[config.mk]
export PLATFORM = sky130hd
export DESIGN_NAME = cic_integ_decim
export DESIGN_NICKNAME = d
export VERILOG_FILES = /design/src/rtl/cic_integ_decim.sv
export SDC_FILE = /design/constraint.sdc
export NUM_CORES = 1
export LEC_CHECK = 0
export CORE_MARGIN = 2
export CORE_UTILIZATION = 40
export DETAILED_ROUTE_END_ITERATION = 6
export PLACE_DENSITY = 0.59
export SLEW_MARGIN = 20
export SYNTH_ARGS = -nofsm -noshare
export SYNTH_HDL_FRONTEND = slang
export SYNTH_SLANG_ARGS = --single-unit
[constraint.sdc]
create_clock -name clk -period 3.2 [get_ports clk]
set_clock_uncertainty 0.15 [all_clocks]
set_input_delay 0.96 -clock clk [delete_from_list [all_inputs] [get_ports clk]]
set_output_delay 0.96 -clock clk [all_outputs]
set_load 0.05 [all_outputs]
[src/rtl/cic_integ_decim.sv]
// cic_integ_decim: integrator-and-decimate back end of a second-order CIC.
// Two cascaded modulo-2^ACC_W accumulators run on every enabled sample.
// Every DECIM enabled samples, one scaled word is emitted with a one-cycle strobe.
// Optional build macro: CIC_DOUT_ROUND_EN selects round-half-up scaling with
// positive saturation. It only has an effect when ACC_W > OUT_W.
// Without the macro, the LSBs are truncated.
module cic_integ_decim #(
    parameter int IN_W  = 12,
    parameter int ACC_W = 24,
    parameter int OUT_W = 16,
    parameter int DECIM = 64
) (
    input  logic                    clk,
    input  logic                    reset_n,
    input  logic                    en,
    input  logic signed [IN_W-1:0]  din,
    output logic signed [OUT_W-1:0] dout,
    output logic                    dout_valid
);

    localparam int CNT_W = (DECIM > 1) ? $clog2(DECIM) : 1;
    localparam logic [CNT_W-1:0] CNT_LAST = CNT_W'(DECIM - 1);
    localparam logic [CNT_W-1:0] CNT_ONE  = CNT_W'(1);

    logic [ACC_W-1:0]        acc1;
    logic [ACC_W-1:0]        acc2;
    logic [CNT_W-1:0]        cnt;
    logic [ACC_W-1:0]        din_ext;
    logic signed [OUT_W-1:0] scaled;

    // Sign-extend the incoming sample to the accumulator width.
    // When the widths are equal, the sample is used as is.
    generate
        if (ACC_W > IN_W) begin : g_sext
            assign din_ext = {{(ACC_W - IN_W){din[IN_W-1]}}, din};
        end else begin : g_nosext
            assign din_ext = din;
        end
    endgenerate

    // Output scaling: keep the top OUT_W bits of acc2.
    // These bits are either rounded or truncated, depending on the build.
    generate
        if (ACC_W == OUT_W) begin : g_full
            assign scaled = acc2;
        end else begin : g_scale
`ifdef CIC_DOUT_ROUND_EN
            localparam logic [ACC_W:0] HALF = (ACC_W + 1)'(1) << (ACC_W - OUT_W - 1);
            localparam logic [OUT_W-1:0] MAX_POS = {1'b0, {(OUT_W - 1){1'b1}}};
            logic [ACC_W:0] rnd_sum;
            logic           unused_rnd_lsbs;
            // One guard bit above the sign bit exposes a positive overflow from rounding.
            // A negative value plus half an LSB can never overflow downward.
            assign rnd_sum         = {acc2[ACC_W-1], acc2} + HALF;
            assign unused_rnd_lsbs = ^rnd_sum[ACC_W-OUT_W-1:0];
            assign scaled = (!rnd_sum[ACC_W] && rnd_sum[ACC_W-1]) ? MAX_POS
                                                                  : rnd_sum[ACC_W-1 -: OUT_W];
`else
            assign scaled = acc2[ACC_W-1 -: OUT_W];
`endif
        end
    endgenerate

    // Integrator cascade, frame counter, and output register.
    // acc2 accumulates the pre-edge value of acc1, which gives one pipeline stage between the integrators.
    always_ff @(posedge clk or negedge reset_n) begin
        if (!reset_n) begin
            acc1       <= '0;
            acc2       <= '0;
            cnt        <= '0;
            dout       <= '0;
            dout_valid <= 1'b0;
        end else begin
            dout_valid <= 1'b0;
            if (en) begin
                acc1 <= acc1 + din_ext;
                acc2 <= acc2 + acc1;
                if (cnt == CNT_LAST) begin
                    cnt        <= '0;
                    dout       <= scaled;
                    dout_valid <= 1'b1;
                end else begin
                    cnt <= cnt + CNT_ONE;
                end
            end
        end
    end

endmodule

# Yosys cells after proc, flatten, opt, wreduce, memory -nomap -nowiden
# Index checks and enable logic that the tools add are counted.
[word_totals] word_cells=13 register_bits=71 out_inout_bits=17 input_bits=15
[classes] mux=3 eq_ne=1 add_sub_neg=3 n_reduce_logical=1
[ops] op="$add A24 B24 Y24" count=2
[ops] op="$add A6 B1 Y6 const B" count=1
[ops] op="$eq A6 B6 Y1 const B" count=1
[ops] op="$mux W6" count=1
[ops] op="$mux W1" count=2
[ops] op="$reduce_and A2 Y1" count=1

# Logic depth before layout (Yosys ltp)
# Gate-level depths: netlist (run 1).
[depth] depth_word=3 depth_mapped=8 ltp_nobuf=8

# Worst setup path after synthesis (run 1)
# OpenSTA, ideal clock, no wires.
[synth_path] path_type="input to register" from="input port din[4]" to="register acc1[21]" setup_ns=0.129 n_path_buf=0 t_required_ns=2.921 path_stages=7 t_arrival_ns=2.834 slack_ns=0.087 path_cell_list="ha_1 -> nand2_2 -> o31a_1 -> or4_4 -> a31oi_2 -> mux2i_1 -> a2111o_1"
[synth_between] elab_chain_len=1
[synth_lines] item="start, declared" line="16" text="input logic signed [IN_W-1:0] din,"
[synth_lines] item="$add A24 B24 Y24" line="76" text="acc1 <= acc1 + din_ext;"
[synth_lines] item="end signal, assigned" line="76"
[synth_lines] item="end, declared" line="25" text="logic [ACC_W-1:0] acc1;"
# No other way between the ends.
# A chain may end at the register's enable or synchronous reset.

# Worst setup path in the final report (run 1)
# Ends and elaborated chain as after synthesis.

==> flow_summary.json, run 1 <==
{
  "core_um2": 12800,
  "cts_tree": "done",
  "final_util_pct": 52.6,
  "initialDrtViolationCount": 344,
  "ios": 32,
  "synthSimpleGateAreaFrac_pct": 14.5,
  "final_common_cell": "buf_4",
  "p_sw_mw": 3.54,
  "grt-ovfl-total": 0,
  "synthCells": 563,
  "status": "finished, final reports clean",
  "cts_root_buffer": "clkbuf_16",
  "swShare_pct": 43.5,
  "drv_slew": 0,
  "start_util_pct": 41.4,
  "vias": 4761,
  "ys_types": 59,
  "io_buffers": 31,
  "critPathMaxFanout": 3,
  "tightest_slew_ns": 0.914,
  "track_usage_pct": 19.9,
  "antenna_found_initial": 0,
  "cp_data_arrival_time_ns": 3.21,
  "gp_congestion": 0.910,
  "synthFlopType": "dfrtp_1",
  "p_per_area_nw_per_um2": 1210,
  "synth-compound-area-share_pct": 21.9,
  "synthAdderAreaFrac_pct": 11.9,
  "dp_hpwl_um": 10100,
  "clock_path_buffers": 2,
  "rsz0062_at_grt": "false",
  "hold_class": "flop to flop",
  "ir_worst_vdd_mv": 0.777,
  "clock_sinks": 71,
  "relSlewSlack_pct": 39.1,
  "num_antenna_cells": 0,
  "grt_first_pass_wirelength_um": 22500,
  "routedWlPerCell_um": 16.4,
  "rows": 41,
  "die_h_um": 119,
  "p_int_mw": 4.59,
  "p_clk_share_pct": 14.2,
  "drc": 0,
  "die_x_um": 119,
  "drive_gt1_share_pct": 24.5,
  "grt_max_degree": 72,
  "pwr-share-comb_pct": 65.0,
  "synth_top_family_by_area": "compound AO/OA/AOI/OAI gates",
  "grt_pass1_vias": 4542,
  "ys_warn_count": 0,
  "path_class": "input pin to flop",
  "cts_buffers": 9,
  "vias_per_cell": 5.69,
  "netlist_area_um2": 5280,
  "max_freq_ghz": 0.320,
  "endpoint_kind": "flop",
  "drt_pass1_iterations": 5,
  "area_growth_pct": 27.2,
  "design_area_um2": 6720,
  "cts-htree-levels": 3,
  "ys_ff_latch": 71,
  "final_cell_mix": "buf_4, dfrtp_1, nand2_1",
  "cts-hold-fix-buffers": 0,
  "pwr-share-seq_pct": 20.8,
  "critPathRequiredTime_ns": 3.29,
  "yosysSeqAreaShare_pct": 33.6,
  "placed_cell_area_um2": 6280,
  "finalCritPeriodShare_pct": 97.5,
  "maxCapViolCount": 0,
  "async_reset_ff_share_pct": 100,
  "nets": 724,
  "min_period_ns": 3.12,
  "hold_violations": 0,
  "yosys.area_share.xor_xnor_pct": 4.97,
  "insertion_delay_ns": 0.35,
  "muxShareOfSynthArea_pct": 10.1,
  "dieArea_um2": 14100,
  "synth_edf_count": 0,
  "syn_avg_cell_area_um2": 9.38,
  "synth_nets": 627,
  "ant_nets": 0,
  "final-setup-viol-count": 0,
  "path_clk_slew_ns": 0.07,
  "drt_wl_total_um": 13700,
  "p_leak_nw": 2.97,
  "start_kind": "input pin"
}
## sequential cells by signal, summed over array words and instances (netlist names)
signal      count
acc2           24
acc1           24
dout           16
dout_valid      1
cnt             6
## worst max-delay path, stage by stage
cell and delay (ns):
clkdlybuf4s50_1 0.41, ha_1 0.32, nand2_2 0.07, o31a_1 0.33, or4_4 0.47, a31oi_4 0.16, mux2i_1 0.09, a2111o_1 0.39
## metal layers
metal  share of wire, %  vias to the layer above  GRT usage, %
met5                  0                        -             0
met4                1.9                        0          7.37
met3                3.3                       23          3.11
met2                 49                       92          33.3
met1                 46                     2324          26.0
li1                   -                     2322             -
## cell usage after synthesis (all sizes together), types with 13 or more instances
master  instances  area share (%)
ha             47              11
nand3          13             1.2
dfrtp          71              34
mux2           44             9.4
nor2           33             2.3
a21oi          51             4.8
clkbuf         19             1.4
nand2          54             3.9
a21o           15             2.2
xnor2          20             3.3
o21ai          29             2.7
nand4          13             1.5
## power by group through the flow
stage	Clock [mW]	Combinational, mW	Sequential, mW
2_1_floorplan	0	3.58	1.62
3_3_place_gp	0	5.01	1.69
3_5_place_dp	0	5.11	1.71
4_1_cts	1.17	5.20	1.70
5_1_grt	1.22	5.87	1.74
6_report	1.15	5.28	1.69
## repair_timing
| item | CTS | global route |
|---|---|---|
| gates cloned | 0 | 1 |
| pin swaps | 5 | 6 |
| endpoints found under the hold margin | 0 | 0 |
| buffers inserted | 1 | 1 |
| resized for setup | 6 | 16 |
| setup endpoints to repair | 8 | 12 |
## final timing paths
kind	start	end	slack, ns	cells after the start
hold / removal	cnt[5]$_DFFE_PN0P_	cnt[5]$_DFFE_PN0P_	0.33	1
hold reg to reg	cnt[5]$_DFFE_PN0P_	cnt[5]$_DFFE_PN0P_	0.33	1
setup / recovery	din[4]	acc1[21]$_DFFE_PN0P_	0.08	8
setup reg to reg	acc1[0]$_DFFE_PN0P_	acc2[20]$_DFFE_PN0P_	0.53	9
max in group asynchronous	reset_n	acc2[3]$_DFFE_PN0P_	1.71	1
min in group asynchronous	reset_n	acc1[22]$_DFFE_PN0P_	0.58	1
## cell families after synthesis
family,Yosys count
AO/OA/AOI/OAI,173
AND/OR/NAND/NOR,156
flip-flops,71
adder cells (fa/ha/maj),49
multiplexers,48
buffers and inverters,36
XOR/XNOR,30
## cell type report
type,count,area [µm²]
fillers,1152,6060
multi-input cells,456,3430
flip-flops and latches,71,1780
repair buffers,112,928
clock buffers,12,256
well taps,172,215
clock inverters,4,76.3
inverters,10,37.5
## metrics by stage
stage / hold slack [ns] / total power, mW / setup TNS [ns] / std cells / worst slack [ns]
floorplan: 0.290 / 5.21 / 0 / 563 / 0.0871
global placement: 0.308 / 6.70 / -4.64 / 818 / -0.395
detailed placement: 0.317 / 6.82 / -5.75 / 818 / -0.478
CTS: 0.329 / 8.07 / 0 / 835 / 0.0132
global route: 0.365 / 8.83 / 0 / 837 / 0.0111
finish: 0.332 / 8.13 / 0 / 837 / 0.0786
(Power assumes the default switching activity.)
==> inputs of run 2 (changes only) <==
Settings changed: GPL_ROUTABILITY_DRIVEN set to 0.
==> flow_summary.json, run 2 (same netlist as run 1, synthesis figures left out) <==
{
  "status": "finished, final reports clean",
  "regToRegStartpoint": "acc1[0]$_DFFE_PN0P_",
  "hold_violations": 0,
  "rsz0062_at_grt": "true",
  "vias": 4680,
  "min_period_ns": 3.13,
  "tns_ns": 0,
  "cts_tree": "done",
  "drt_wl_total_um": 13800,
  "max_stage_delay_ns": 0.55,
  "p_per_area_nw_per_um2": 1200,
  "routedWlPerCell_um": 16.5,
  "fin_hold_ws_ns": 0.324,
  "track_usage_pct": 20.1,
  "place_worst_setup_slack_ns": -0.474,
  "dieArea_um2": 14100,
  "p_leak_nw": 2.94,
  "cts_buffers": 9,
  "vias_per_cell": 5.60,
  "core_um2": 12800,
  "cp_data_arrival_time_ns": 3.21,
  "cts_root_buffer": "clkbuf_16",
  "worstSetupStartpoint": "din[11]",
  "final_cell_mix": "buf_4, dfrtp_1, nand2_1",
  "dp_cells": 819,
  "hp-start": "cnt[5]$_DFFE_PN0P_",
  "final-setup-viol-count": 0,
  "rows": 41,
  "final_common_cell": "buf_4",
  "final_util_pct": 52.2,
  "clock_sinks": 71,
  "setup_ws_ns": 0.0680,
  "crit_path_top_delay_cell": "or4_4",
  "path_class": "input pin to flop",
  "die_h_um": 119,
  "drv_slew": 0,
  "cts-htree-levels": 3,
  "drc": 0,
  "relSlewSlack_pct": 36.8,
  "grt_max_degree": 72,
  "io_buffers": 31,
  "max_freq_ghz": 0.319,
  "critPathMaxFanout": 9,
  "hold_class": "flop to flop",
  "drt_pass1_iterations": 5,
  "placed_cell_area_um2": 6290,
  "initialDrtViolationCount": 336,
  "grt_pass1_vias": 4599,
  "dp_hpwl_um": 10200,
  "maxCapViolCount": 0,
  "die_x_um": 119,
  "ios": 32,
  "nets": 722,
  "finalCritPeriodShare_pct": 97.9,
  "clock_path_buffers": 2,
  "ant_nets": 0,
  "power.total_mw": 8.01,
  "area_growth_pct": 26.3,
  "design_area_um2": 6670,
  "post-cts-setup-buffers": 0,
  "largestRegisters": "acc1: 24 flops, acc2: 24 flops, dout: 16 flops",
  "ir_worst_vdd_mv": 0.669,
  "start_util_pct": 41.4,
  "final_cells": 835,
  "cp_cell_sequence": "clkdlybuf4s50_1 > buf_6 > ha_1 > nand2_1 > or4_4 > a31oi_4 > mux2i_1 > a2111o_1",
  "grt_first_pass_wirelength_um": 22700,
  "num_antenna_cells": 0,
  "grt-ovfl-total": 0,
  "nFillCells": 1167,
  "insertion_delay_ns": 0.34,
  "cts-hold-fix-buffers": 0,
  "start_kind": "input pin",
  "antenna_found_initial": 0,
  "drive_gt1_share_pct": 24.3,
  "endpoint_kind": "flop",
  "tightest_slew_ns": 0.948,
  "path_clk_slew_ns": 0.06,
  "critPathRequiredTime_ns": 3.28
}
-- run 2: cell count changes in the layout (fill, tap and decap cells not counted), moves of 2 or more --
cell             before  now
o21ai_1               0    3
clkdlybuf4s50_1      26   28
o21ai_0              29   26
dlymetal6s2s_1        2    0
ha_2                  3    1
clkinv_2              0    3
-- run 2: critical path, delay by kind of cell --
kind / cells / cell delay (ns)
and+or+nand+nor: 2 / 0.68
buffers and inverters: 2 / 0.58
AOI/OAI and AO/OA: 2 / 0.54
adders and majority gates: 1 / 0.35
muxes: 1 / 0.09
-- run 2: worst paths after layout --
path                                        end  slack [ns]  depth (start not counted)
max                        acc1[21]$_DFFE_PN0P_        0.07                          8
min reg2reg                  cnt[5]$_DFFE_PN0P_        0.32                          1
max in group asynchronous  dout[11]$_DFFE_PN0P_        1.66                          1
min in group asynchronous  acc1[22]$_DFFE_PN0P_        0.57                          1
min                          cnt[5]$_DFFE_PN0P_        0.32                          1
max reg2reg                acc2[20]$_DFFE_PN0P_        0.51                          9
-- run 2: layout make-up --
| cell class | instances | area [µm²] | area share, % |
|---|---|---|---|
| clock buffers | 12 | 246 | 3.69 |
| clock inverters | 4 | 45.0 | 0.675 |
| inverters | 10 | 37.5 | 0.562 |
| multi-input cells | 456 | 3440 | 51.6 |
| flip-flops and latches | 71 | 1780 | 26.6 |
| well taps | 172 | 215 | 3.22 |
| repair buffers | 110 | 911 | 13.6 |
-- run 2: power breakdown --
part	internal, mW	total [mW]	switching (mW)	leakage (nW)
Sequential	1.30	1.70	0.393	0.876
Clock	0.621	1.00	0.381	0.146
Combinational	2.57	5.31	2.75	1.92
Total	4.49	8.01	3.52	2.94
-- run 2: repair_timing --
item	in CTS	in global routing
cloned	0	0
endpoints found under the hold margin	0	0
pin swaps	3	5
endpoints found under the setup margin	7	14
gates resized for setup	7	17
-- run 2: metal layers --
| metal | track usage, % | vias to the layer above | routed length, µm |
|---|---|---|---|
| li1 | - | 2327 | - |
| met1 | 25.3 | 2248 | 6230 |
| met2 | 34.3 | 85 | 6780 |
| met3 | 4.74 | 20 | 460 |
| met4 | 5.73 | 0 | 304 |
| met5 | 0 | - | 0 |
==> inputs of run 3 (changes only) <==
Settings changed: CELL_PAD_IN_SITES_DETAIL_PLACEMENT set to 1, CELL_PAD_IN_SITES_GLOBAL_PLACEMENT set to 1, PLACE_DENSITY 0.59 to 0.72.
==> flow_summary.json, run 3 (same netlist as run 1, synthesis figures left out) <==
{
  "io_buffers": 31,
  "rows": 41,
  "pwr-share-seq_pct": 20.2,
  "vias": 4762,
  "status": "finished, final reports clean",
  "clock_sinks": 71,
  "antenna_found_initial": 0,
  "path_class": "input pin to flop",
  "ios": 32,
  "dieArea_um2": 14100,
  "start_util_pct": 41.4,
  "vias_per_cell": 5.70,
  "drt_pass1_iterations": 4,
  "hold_violations": 0,
  "swShare_pct": 44.5,
  "routed-wl-met3_um": 392,
  "pwr-share-comb_pct": 65.5,
  "drt_wl_total_um": 15700,
  "maxCapViolCount": 0,
  "die_x_um": 119,
  "insertion_delay_ns": 0.34,
  "die_h_um": 119,
  "track_usage_pct": 23.2,
  "path_clk_slew_ns": 0.06,
  "clock_path_buffers": 2,
  "hold_class": "flop to flop",
  "final_util_pct": 53.1,
  "cts-htree-levels": 3,
  "p_clk_share_pct": 14.3,
  "relSlewSlack_pct": 63.7,
  "p_per_area_nw_per_um2": 1250,
  "final-setup-viol-count": 0,
  "hp-start": "cnt[5]$_DFFE_PN0P_",
  "power.total_mw": 8.47,
  "worstSetupStartpoint": "din[0]",
  "cts_root_buffer": "clkbuf_16",
  "cp_data_arrival_time_ns": 3.22,
  "cts_tree": "done",
  "p_leak_nw": 2.98,
  "min_period_ns": 3.14,
  "num_antenna_cells": 0,
  "final_cell_mix": "buf_4, dfrtp_1, nand2_1",
  "max_freq_ghz": 0.319,
  "core_um2": 12800,
  "start_kind": "input pin",
  "fin_hold_ws_ns": 0.331,
  "grt_max_degree": 72,
  "regToRegStartpoint": "acc1[0]$_DFFE_PN0P_",
  "topRoutingLayerUsed": "met4",
  "cts_buffers": 9,
  "finalCritPeriodShare_pct": 98.0,
  "dp_hpwl_um": 11700,
  "ir_worst_vdd_mv": 0.714,
  "final_common_cell": "buf_4",
  "tns_ns": 0,
  "grt-ovfl-total": 0,
  "met2_length_um": 8110,
  "wl_met1_um": 6940,
  "grt_pass1_vias": 5156,
  "largestRegisters": "acc1: 24 flops, acc2: 24 flops, dout: 16 flops",
  "p_sw_mw": 3.77,
  "drv_slew": 0,
  "initialDrtViolationCount": 187,
  "ant_nets": 0,
  "endpoint_kind": "flop",
  "drive_gt1_share_pct": 25.8,
  "drc": 0,
  "routedWlPerCell_um": 18.8,
  "p_int_mw": 4.70,
  "area_growth_pct": 28.4,
  "tightest_slew_ns": 0.538,
  "critPathMaxFanout": 3,
  "grt_first_pass_wirelength_um": 26200,
  "critPathRequiredTime_ns": 3.28,
  "nets": 722,
  "cts-hold-fix-buffers": 0
}
[run 3: cell type report]
cell class	count	area [µm²]
timing repair buffer	110	915
clock inverter	5	104
fill	1453	5990
multi-input combinational	456	3480
tap	172	215
inverter	10	37.5
sequential	71	1780
clock buffer	11	253
[run 3: power groups by stage]
stage | Clock, mW | Sequential, mW | Combinational (mW)
final | 1.21 | 1.71 | 5.55
after global routing | 1.28 | 1.77 | 6.14
after CTS | 1.24 | 1.71 | 5.38
after detailed placement | 0 | 1.72 | 5.28
after global placement | 0 | 1.69 | 5.02
after floorplan | 0 | 1.62 | 3.58
[run 3: critical path: stages]
cell and delay [ns]:
clkdlybuf4s50_1 0.41, ha_2 0.21, fa_2 0.36, a21oi_2 0.18, o211ai_1 0.17, a22oi_2 0.27, buf_4 0.18, nand2_1 0.08
xor2_1 0.14, mux2_2 0.25
[run 3: stage by stage]
| step | cell area [µm²] | worst slack [ns] | instances |
|---|---|---|---|
| after global placement | 6270 | -0.395 | 817 |
| after floorplan | 5280 | 0.0871 | 563 |
| after CTS | 6660 | 0.00733 | 833 |
| after detailed placement | 6270 | -0.527 | 817 |
| after global routing | 6780 | -0.0371 | 835 |
| final | 6780 | 0.0649 | 835 |
[run 3: repair_timing]
action | 4_1_cts | 5_1_grt
endpoints found under the setup margin | 9 | 13
gates resized for setup | 7 | 26
setup buffers | 0 | 2
pin swaps | 4 | 7
[run 3: path summary, 6_finish.rpt]
check                                       end  slack, ns  cells past startpoint
max                        acc1[14]$_DFFE_PN0P_       0.06                     10
min                          cnt[5]$_DFFE_PN0P_       0.33                      1
max reg2reg                acc2[20]$_DFFE_PN0P_       0.46                      9
min reg2reg                  cnt[5]$_DFFE_PN0P_       0.33                      1
max in group asynchronous  acc2[11]$_DFFE_PN0P_       2.10                      2
min in group asynchronous  acc1[23]$_DFFE_PN0P_       0.49                      2
[run 3: layer usage]
layer	up-vias	track usage, %
li1	2311	-
met4	0	5.36
met1	2378	27.7
met2	51	42.5
met3	22	4.79
met5	-	0
